===== config.mk =====
export PLATFORM = sky130hd
export DESIGN_NAME = ftdi_ft245_responder
export DESIGN_NICKNAME = d
export VERILOG_FILES = /design/src/rtl/ftdi_ft245_responder.sv
export SDC_FILE = /design/constraint.sdc
export NUM_CORES = 1
export LEC_CHECK = 0
export ABC_CLOCK_PERIOD_IN_PS = 3400
export BUFFER_PORTS_ARGS = -buffer_cell sky130_fd_sc_hd__buf_2
export CAP_MARGIN = 15
export CORE_MARGIN = 1
export CORE_UTILIZATION = 40
export CTS_BUF_LIST = sky130_fd_sc_hd__clkbuf_2 sky130_fd_sc_hd__clkbuf_4 sky130_fd_sc_hd__clkbuf_8
export DETAILED_ROUTE_END_ITERATION = 16
export PLACE_DENSITY_LB_ADDON = 0.08
export SLEW_MARGIN = 20
export SYNTH_ARGS = -nofsm -noshare
export SYNTH_HDL_FRONTEND = slang
export SYNTH_SLANG_ARGS = --single-unit

===== constraint.sdc =====
create_clock -name iClk -period 3.4 [get_ports iClk]
set_clock_uncertainty 0.05 [all_clocks]
set_input_delay 1.02 -clock iClk [delete_from_list [all_inputs] [get_ports iClk]]
set_output_delay 1.02 -clock iClk [all_outputs]
set_load 0.005 [all_outputs]

===== src/rtl/ftdi_ft245_responder.sv =====
// Device-side FT245 async FIFO model: answers RD#/WR# strobes from an FTDI master
// and bridges the bytes to a host-side stream through two first-word-fall-through FIFOs.
module ftdi_ft245_fifo #(
    parameter int unsigned pDepth = 16,
    localparam int unsigned AW = $clog2(pDepth),
    localparam int unsigned CW = AW + 1
) (
    input  logic          iClk,
    input  logic          iRst,
    input  logic          iPush,
    input  logic [7:0]    iData,
    input  logic          iPop,
    output logic [7:0]    oData,
    output logic [CW-1:0] oCount,
    output logic          oFull,
    output logic          oEmpty
);
    logic [7:0]    mem_q [pDepth];
    logic [AW-1:0] wr_ptr_q, wr_ptr_d;
    logic [AW-1:0] rd_ptr_q, rd_ptr_d;
    logic [CW-1:0] count_q, count_d;
    logic          push_ok, pop_ok;

    assign oFull  = (count_q == CW'(pDepth));
    assign oEmpty = (count_q == '0);
    assign oCount = count_q;
    assign oData  = mem_q[rd_ptr_q];

    always_comb begin
        push_ok  = iPush && !oFull;
        pop_ok   = iPop && !oEmpty;
        wr_ptr_d = push_ok ? wr_ptr_q + 1'b1 : wr_ptr_q;
        rd_ptr_d = pop_ok ? rd_ptr_q + 1'b1 : rd_ptr_q;
        count_d  = count_q;
        case ({push_ok, pop_ok})
            2'b10:   count_d = count_q + 1'b1;
            2'b01:   count_d = count_q - 1'b1;
            default: count_d = count_q;
        endcase
    end

    always_ff @(posedge iClk) begin
        if (push_ok) mem_q[wr_ptr_q] <= iData;
        if (iRst) begin
            wr_ptr_q <= '0;
            rd_ptr_q <= '0;
            count_q  <= '0;
        end else begin
            wr_ptr_q <= wr_ptr_d;
            rd_ptr_q <= rd_ptr_d;
            count_q  <= count_d;
        end
    end
endmodule

module ftdi_ft245_responder #(
    parameter int unsigned pDepth    = 16,
    parameter int unsigned pRdDelay  = 1,
    parameter int unsigned pRecovery = 2,
    localparam int unsigned CW = $clog2(pDepth) + 1
) (
    input  logic          iClk,
    input  logic          iRst,
    input  logic          iRd_n,
    input  logic          iWr_n,
    input  logic [7:0]    iFifoData,
    output logic [7:0]    oFifoData,
    output logic          oFifoOe,
    output logic          oRxF_n,
    output logic          oTxE_n,
    input  logic [7:0]    iHostTxData,
    input  logic          iHostTxValid,
    output logic          oHostTxReady,
    output logic [7:0]    oHostRxData,
    output logic          oHostRxValid,
    input  logic          iHostRxReady,
    output logic [CW-1:0] oRxCount,
    output logic [CW-1:0] oTxCount,
    output logic          oErr
);
    localparam logic [1:0] R_IDLE = 2'd0, R_WAIT = 2'd1, R_DRIVE = 2'd2, R_RECOV = 2'd3;
    localparam logic [1:0] W_IDLE = 2'd0, W_ACTIVE = 2'd1, W_RECOV = 2'd2;

    logic       rd_s1_q, rd_s2_q, rd_s3_q;
    logic       wr_s1_q, wr_s2_q, wr_s3_q;
    logic [7:0] data_s1_q, data_s2_q;
    logic [1:0] rd_state_q, rd_state_d, wr_state_q, wr_state_d;
    logic [7:0] rd_cnt_q, rd_cnt_d, wr_cnt_q, wr_cnt_d;
    logic [7:0] fifo_data_q, fifo_data_d;
    logic       fifo_oe_q, fifo_oe_d, rxf_n_q, rxf_n_d, txe_n_q, txe_n_d, err_q, err_d;
    logic       rd_fall, rd_rise, wr_fall, wr_rise, rd_pop, wr_push;
    logic       rx_full, rx_empty, tx_full, tx_empty;
    logic [7:0] rx_head;

    ftdi_ft245_fifo #(.pDepth(pDepth)) u_rx_fifo (
        .iClk(iClk), .iRst(iRst), .iPush(iHostTxValid), .iData(iHostTxData),
        .iPop(rd_pop), .oData(rx_head), .oCount(oRxCount), .oFull(rx_full), .oEmpty(rx_empty)
    );

    ftdi_ft245_fifo #(.pDepth(pDepth)) u_tx_fifo (
        .iClk(iClk), .iRst(iRst), .iPush(wr_push), .iData(data_s2_q),
        .iPop(iHostRxReady), .oData(oHostRxData), .oCount(oTxCount), .oFull(tx_full), .oEmpty(tx_empty)
    );

    assign oHostTxReady = !rx_full;
    assign oHostRxValid = !tx_empty;
    assign oFifoData    = fifo_data_q;
    assign oFifoOe      = fifo_oe_q;
    assign oRxF_n       = rxf_n_q;
    assign oTxE_n       = txe_n_q;
    assign oErr         = err_q;

    // Edges are taken between the second sync stage and its delayed copy.
    assign rd_fall = rd_s3_q && !rd_s2_q;
    assign rd_rise = !rd_s3_q && rd_s2_q;
    assign wr_fall = wr_s3_q && !wr_s2_q;
    assign wr_rise = !wr_s3_q && wr_s2_q;

    always_comb begin
        rd_state_d  = rd_state_q;
        rd_cnt_d    = rd_cnt_q;
        fifo_data_d = fifo_data_q;
        fifo_oe_d   = fifo_oe_q;
        err_d       = err_q;
        rd_pop      = 1'b0;
        case (rd_state_q)
            R_IDLE: if (rd_fall) begin
                rd_state_d = R_WAIT;
                rd_cnt_d   = '0;
                if (rx_empty) begin
                    err_d       = 1'b1;
                    fifo_data_d = 8'h00;
                end else begin
                    fifo_data_d = rx_head;
                    rd_pop      = 1'b1;
                end
            end
            R_WAIT: if (rd_rise) begin
                rd_state_d = R_RECOV;
                rd_cnt_d   = '0;
            end else if (32'(rd_cnt_q) + 32'd1 >= pRdDelay) begin
                fifo_oe_d  = 1'b1;
                rd_state_d = R_DRIVE;
            end else begin
                rd_cnt_d = rd_cnt_q + 8'd1;
            end
            R_DRIVE: if (rd_rise) begin
                fifo_oe_d  = 1'b0;
                rd_state_d = R_RECOV;
                rd_cnt_d   = '0;
            end
            default: if (32'(rd_cnt_q) + 32'd1 >= pRecovery) rd_state_d = R_IDLE;
                     else rd_cnt_d = rd_cnt_q + 8'd1;
        endcase

        wr_state_d = wr_state_q;
        wr_cnt_d   = wr_cnt_q;
        wr_push    = 1'b0;
        case (wr_state_q)
            W_IDLE: if (wr_fall) begin
                wr_state_d = W_ACTIVE;
                if (tx_full) err_d = 1'b1;
                else wr_push = 1'b1;
            end
            W_ACTIVE: if (wr_rise) begin
                wr_state_d = W_RECOV;
                wr_cnt_d   = '0;
            end
            default: if (32'(wr_cnt_q) + 32'd1 >= pRecovery) wr_state_d = W_IDLE;
                     else wr_cnt_d = wr_cnt_q + 8'd1;
        endcase

        rxf_n_d = rx_empty || (rd_state_q != R_IDLE);
        txe_n_d = tx_full || (wr_state_q != W_IDLE);
    end

    always_ff @(posedge iClk) begin
        if (iRst) begin
            {rd_s1_q, rd_s2_q, rd_s3_q} <= 3'b111;
            {wr_s1_q, wr_s2_q, wr_s3_q} <= 3'b111;
            data_s1_q   <= 8'hFF;
            data_s2_q   <= 8'hFF;
            rd_state_q  <= R_IDLE;
            wr_state_q  <= W_IDLE;
            rd_cnt_q    <= '0;
            wr_cnt_q    <= '0;
            fifo_data_q <= 8'h00;
            fifo_oe_q   <= 1'b0;
            rxf_n_q     <= 1'b1;
            txe_n_q     <= 1'b0;
            err_q       <= 1'b0;
        end else begin
            {rd_s1_q, rd_s2_q, rd_s3_q} <= {iRd_n, rd_s1_q, rd_s2_q};
            {wr_s1_q, wr_s2_q, wr_s3_q} <= {iWr_n, wr_s1_q, wr_s2_q};
            data_s1_q   <= iFifoData;
            data_s2_q   <= data_s1_q;
            rd_state_q  <= rd_state_d;
            wr_state_q  <= wr_state_d;
            rd_cnt_q    <= rd_cnt_d;
            wr_cnt_q    <= wr_cnt_d;
            fifo_data_q <= fifo_data_d;
            fifo_oe_q   <= fifo_oe_d;
            rxf_n_q     <= rxf_n_d;
            txe_n_q     <= txe_n_d;
            err_q       <= err_d;
        end
    end
endmodule


==> results.txt <==
Average size of a mapped cell = 17.0 um^2
Number of nets in the layout = 952
Worst-path fanout max = 8
Finish-stage setup viols = 8
Site Rows = 67
Hold violation count in the final report = 0
Total global-route track usage = 16.4%
Max-slew violation total from the final report = 0
Leak pwr = 5.28 nW
Number of unique standard cell types used by synthesis = 52
Global routing met3 resource utilization = 3.46%
Global routing's busiest layer = met2
Met2 Track Usage GR = 25.4%
Tmin final = 3.48 ns
Routed Antenna Nets = 0
Total via count after detailed routing = 7201
Maximum root-to-sink buffer count = 3
Layout Area Growth over Synthesis = 15.2%
Failing checks = setup timing
Crit share post-route = 102%
Top achievable clock speed = 287 MHz
Maximum VDD drop = 0.320 mV
Cell at the root of the clock tree = clkbuf_8
Number of clock buffers inserted by TritonCTS = 57
GR Util met1 = 22.9%
Area of the core = 33500 um^2
Proportion of layout cells with a drive suffix above 1 = 29.6%
Netlist area before placement = 13600 um^2
Placer's final routability congestion estimate = 0.800
Number of antenna violations at the first check in global routing = 0
Drc violations = 0
Post-synth ARST share = 0%
Sink Count = 344
Total Die Area = 34700 um^2
Number of enable-type register cells in the synthesized netlist = 256
Flip-flop cell with the highest count after synthesis = edfxtp_1
Sort of element at the start of the critical path = register
CTS tree = built
CTS H-tree lvls = 2
Input/output buffers = 53
Fraction of synthesized cell area taken by the top area cell type = 56.5%
Number of DRC violations after detailed-routing iteration 0 = 558
Arrival time of the worst setup path = 2.41 ns
Actual slew at the worst max-slew pin = 0.644 ns
Worst hold path cell count = 1
Number of primary I/O pins = 54
Dominant cells by area after synthesis = edfxtp_1 57%, mux4_2 13%, dfxtp_1 13%
Hold slack = 0.363 ns
Post-detailed-placement half-perimeter wirelength = 18100 um
Number of vias per cell after detailed routing = 5.18
Classification of the worst setup path = register to primary output
Path class of the lowest-slack min-delay path = register to register
Count of synthesis-stage warnings from yosys = 0
Status = finished with violations
Power per cell area = 617 nW/um^2
Biggest area consumer among synthesized cells = edfxtp_1
Starting Density = 40.6%
Instance count of the mapped netlist = 799
Global-route wire length before repair = 44000 um
RSZ-0062 raised after global routing = true
Worst R2R Path Depth = 11
Worst relative slew slack = 56.9%
WL final = 27500 um
Required time of the critical path = 2.33 ns
Y dimension of the die = 186 um
Number of global-route vias before repair = 7569
Die W = 186 um
Skew-Pair Late Insertion Delay = 0.62 ns
Worst setup EP type = primary output
Post-detailed-route wirelength per cell = 19.8 um
Antenna Diode Count = 0
Drt pass-1 iters = 5
Number of synthesized register bits = 344
Hold-fix buffer count after cts = 0
Share of synthesized area occupied by flip-flops and latches = 69.5%
Largest net degree at the start of global routing = 33
Mapped Nets = 851
Post-route worst setup slack = -0.0784 ns
Clock Pin Slew Worst Setup and Hold Paths = 0.06 ns
GRT overflow = 0
Max-cap check violation count = 0
Core utilization of the finished layout = 46.7%
repair_timing:
action	CTS	global route
cloned	2	0
gates resized for setup	3	1
endpoints found under the setup margin	8	8
setup buffers	1	0
pin swaps	0	0
worst max-delay path, cell delays in order (launching register included):
cell and delay (ns):
dfxtp_4 0.37, buf_12 0.13, buf_16 0.14, mux4_2 0.52, mux4_2 0.49, buf_2 0.15
routing by layer:
layer	wire length (um)	vias up	share of wire, %
met4	690	0	2.5
met1	12700	3687	46
li1	-	3300	-
met5	0	-	0
met3	1300	58	4.7
met2	12800	156	47
state kept, by name, summed over array words and instances, names as in the netlist, 2 cells and up, named ones only:
name and flops:
data_s1_q 8, data_s2_q 8, oFifoData 8, rd_cnt_q 8
rd_state_q 2, u_rx_fifo.mem_q 128, u_rx_fifo.oCount 5, u_rx_fifo.rd_ptr_q 4
u_rx_fifo.wr_ptr_q 4, u_tx_fifo.mem_q 128, u_tx_fifo.oCount 5, u_tx_fifo.rd_ptr_q 4
u_tx_fifo.wr_ptr_q 4, wr_cnt_q 8, wr_state_q 2
where the power goes:
| part | internal (mW) | switching [mW] |
|---|---|---|
| combinational | 0.738 | 0.691 |
| sequential | 4.61 | 0.109 |
| clock | 1.91 | 1.61 |
synth_stat cells (7+ instances only):
library cell    n
edfxtp_1      256
dfxtp_1        88
mux4_2         80
nor2_1         63
ha_1           28
nand2_1        26
clkbuf_1       25
and2_1         24
or2_2          22
a21oi_1        18
nor3_1         17
inv_1          16
xor2_1         13
nand2b_1       10
buf_2           9
a22oi_1         8
nand3_1         7
layout make-up:
cell class | instances | area (um^2)
clock buffer | 79 | 962
clock inverter | 22 | 144
fill | 2938 | 17900
inverter | 16 | 60.1
multi-input combinational | 399 | 3910
sequential | 344 | 9450
tap | 448 | 561
timing repair buffer | 82 | 579
per-stage QoR:
step,TNS (ns),power [mW],setup WS (ns),std cells,instance area (um^2)
after detailed placement,0,6.12,0.306,1286,14500
after floorplan,0,5.70,0.329,799,13600
after global placement,0,6.07,0.355,1286,14500
final,-0.476,9.67,-0.0784,1390,15700
after CTS,-0.973,9.81,-0.136,1390,15700
after global routing,-1.13,10.1,-0.162,1390,15700
kinds of logic (layout without fill, tap and decap cells):
family / count (synthesis) / in the layout / share of synthesized area [%]
xor+xnor: 19 / 19 / 1.22
fa+ha+maj: 30 / 30 / 2.87
simple gates: 202 / 202 / 7.62
flops: 344 / 344 / 69.5
mux: 85 / 85 / 13.6
buf+inv: 56 / 199 / 1.77
compound gates: 63 / 63 / 3.44
path summary, 6_finish.rpt:
kind	startpoint	end	slack [ns]
worst max-delay path	register	oHostRxData[2]	-0.08
worst min-delay path	data_s1_q[4]	data_s2_q[4]	0.36
worst max register to register	rd_state_q[0]	u_rx_fifo.oCount[4]	0.40
worst min register to register	data_s1_q[4]	data_s2_q[4]	0.36
layout by cell type, fill, tap and decap left out, types with 5 or more instances in the layout:
cell type / instances
mux2i_1: 5
and3_1: 5
nand2_1: 26
xnor2_1: 6
nand3_1: 7
edfxtp_1: 256
buf_2: 52
a32o_1: 6
a21o_1: 6
and2_1: 24
a21oi_1: 18
mux4_2: 80
nor2_1: 63
nand4_1: 5
buf_4: 23
nand2b_1: 10
or2_2: 22
a22oi_1: 8
clkinv_1: 13
inv_1: 16
clkbuf_8: 59
dfxtp_1: 86
nor3_1: 17
ha_1: 28
nor3b_1: 5
xor2_1: 13
clkbuf_4: 20
(Power assumes the default switching activity.)
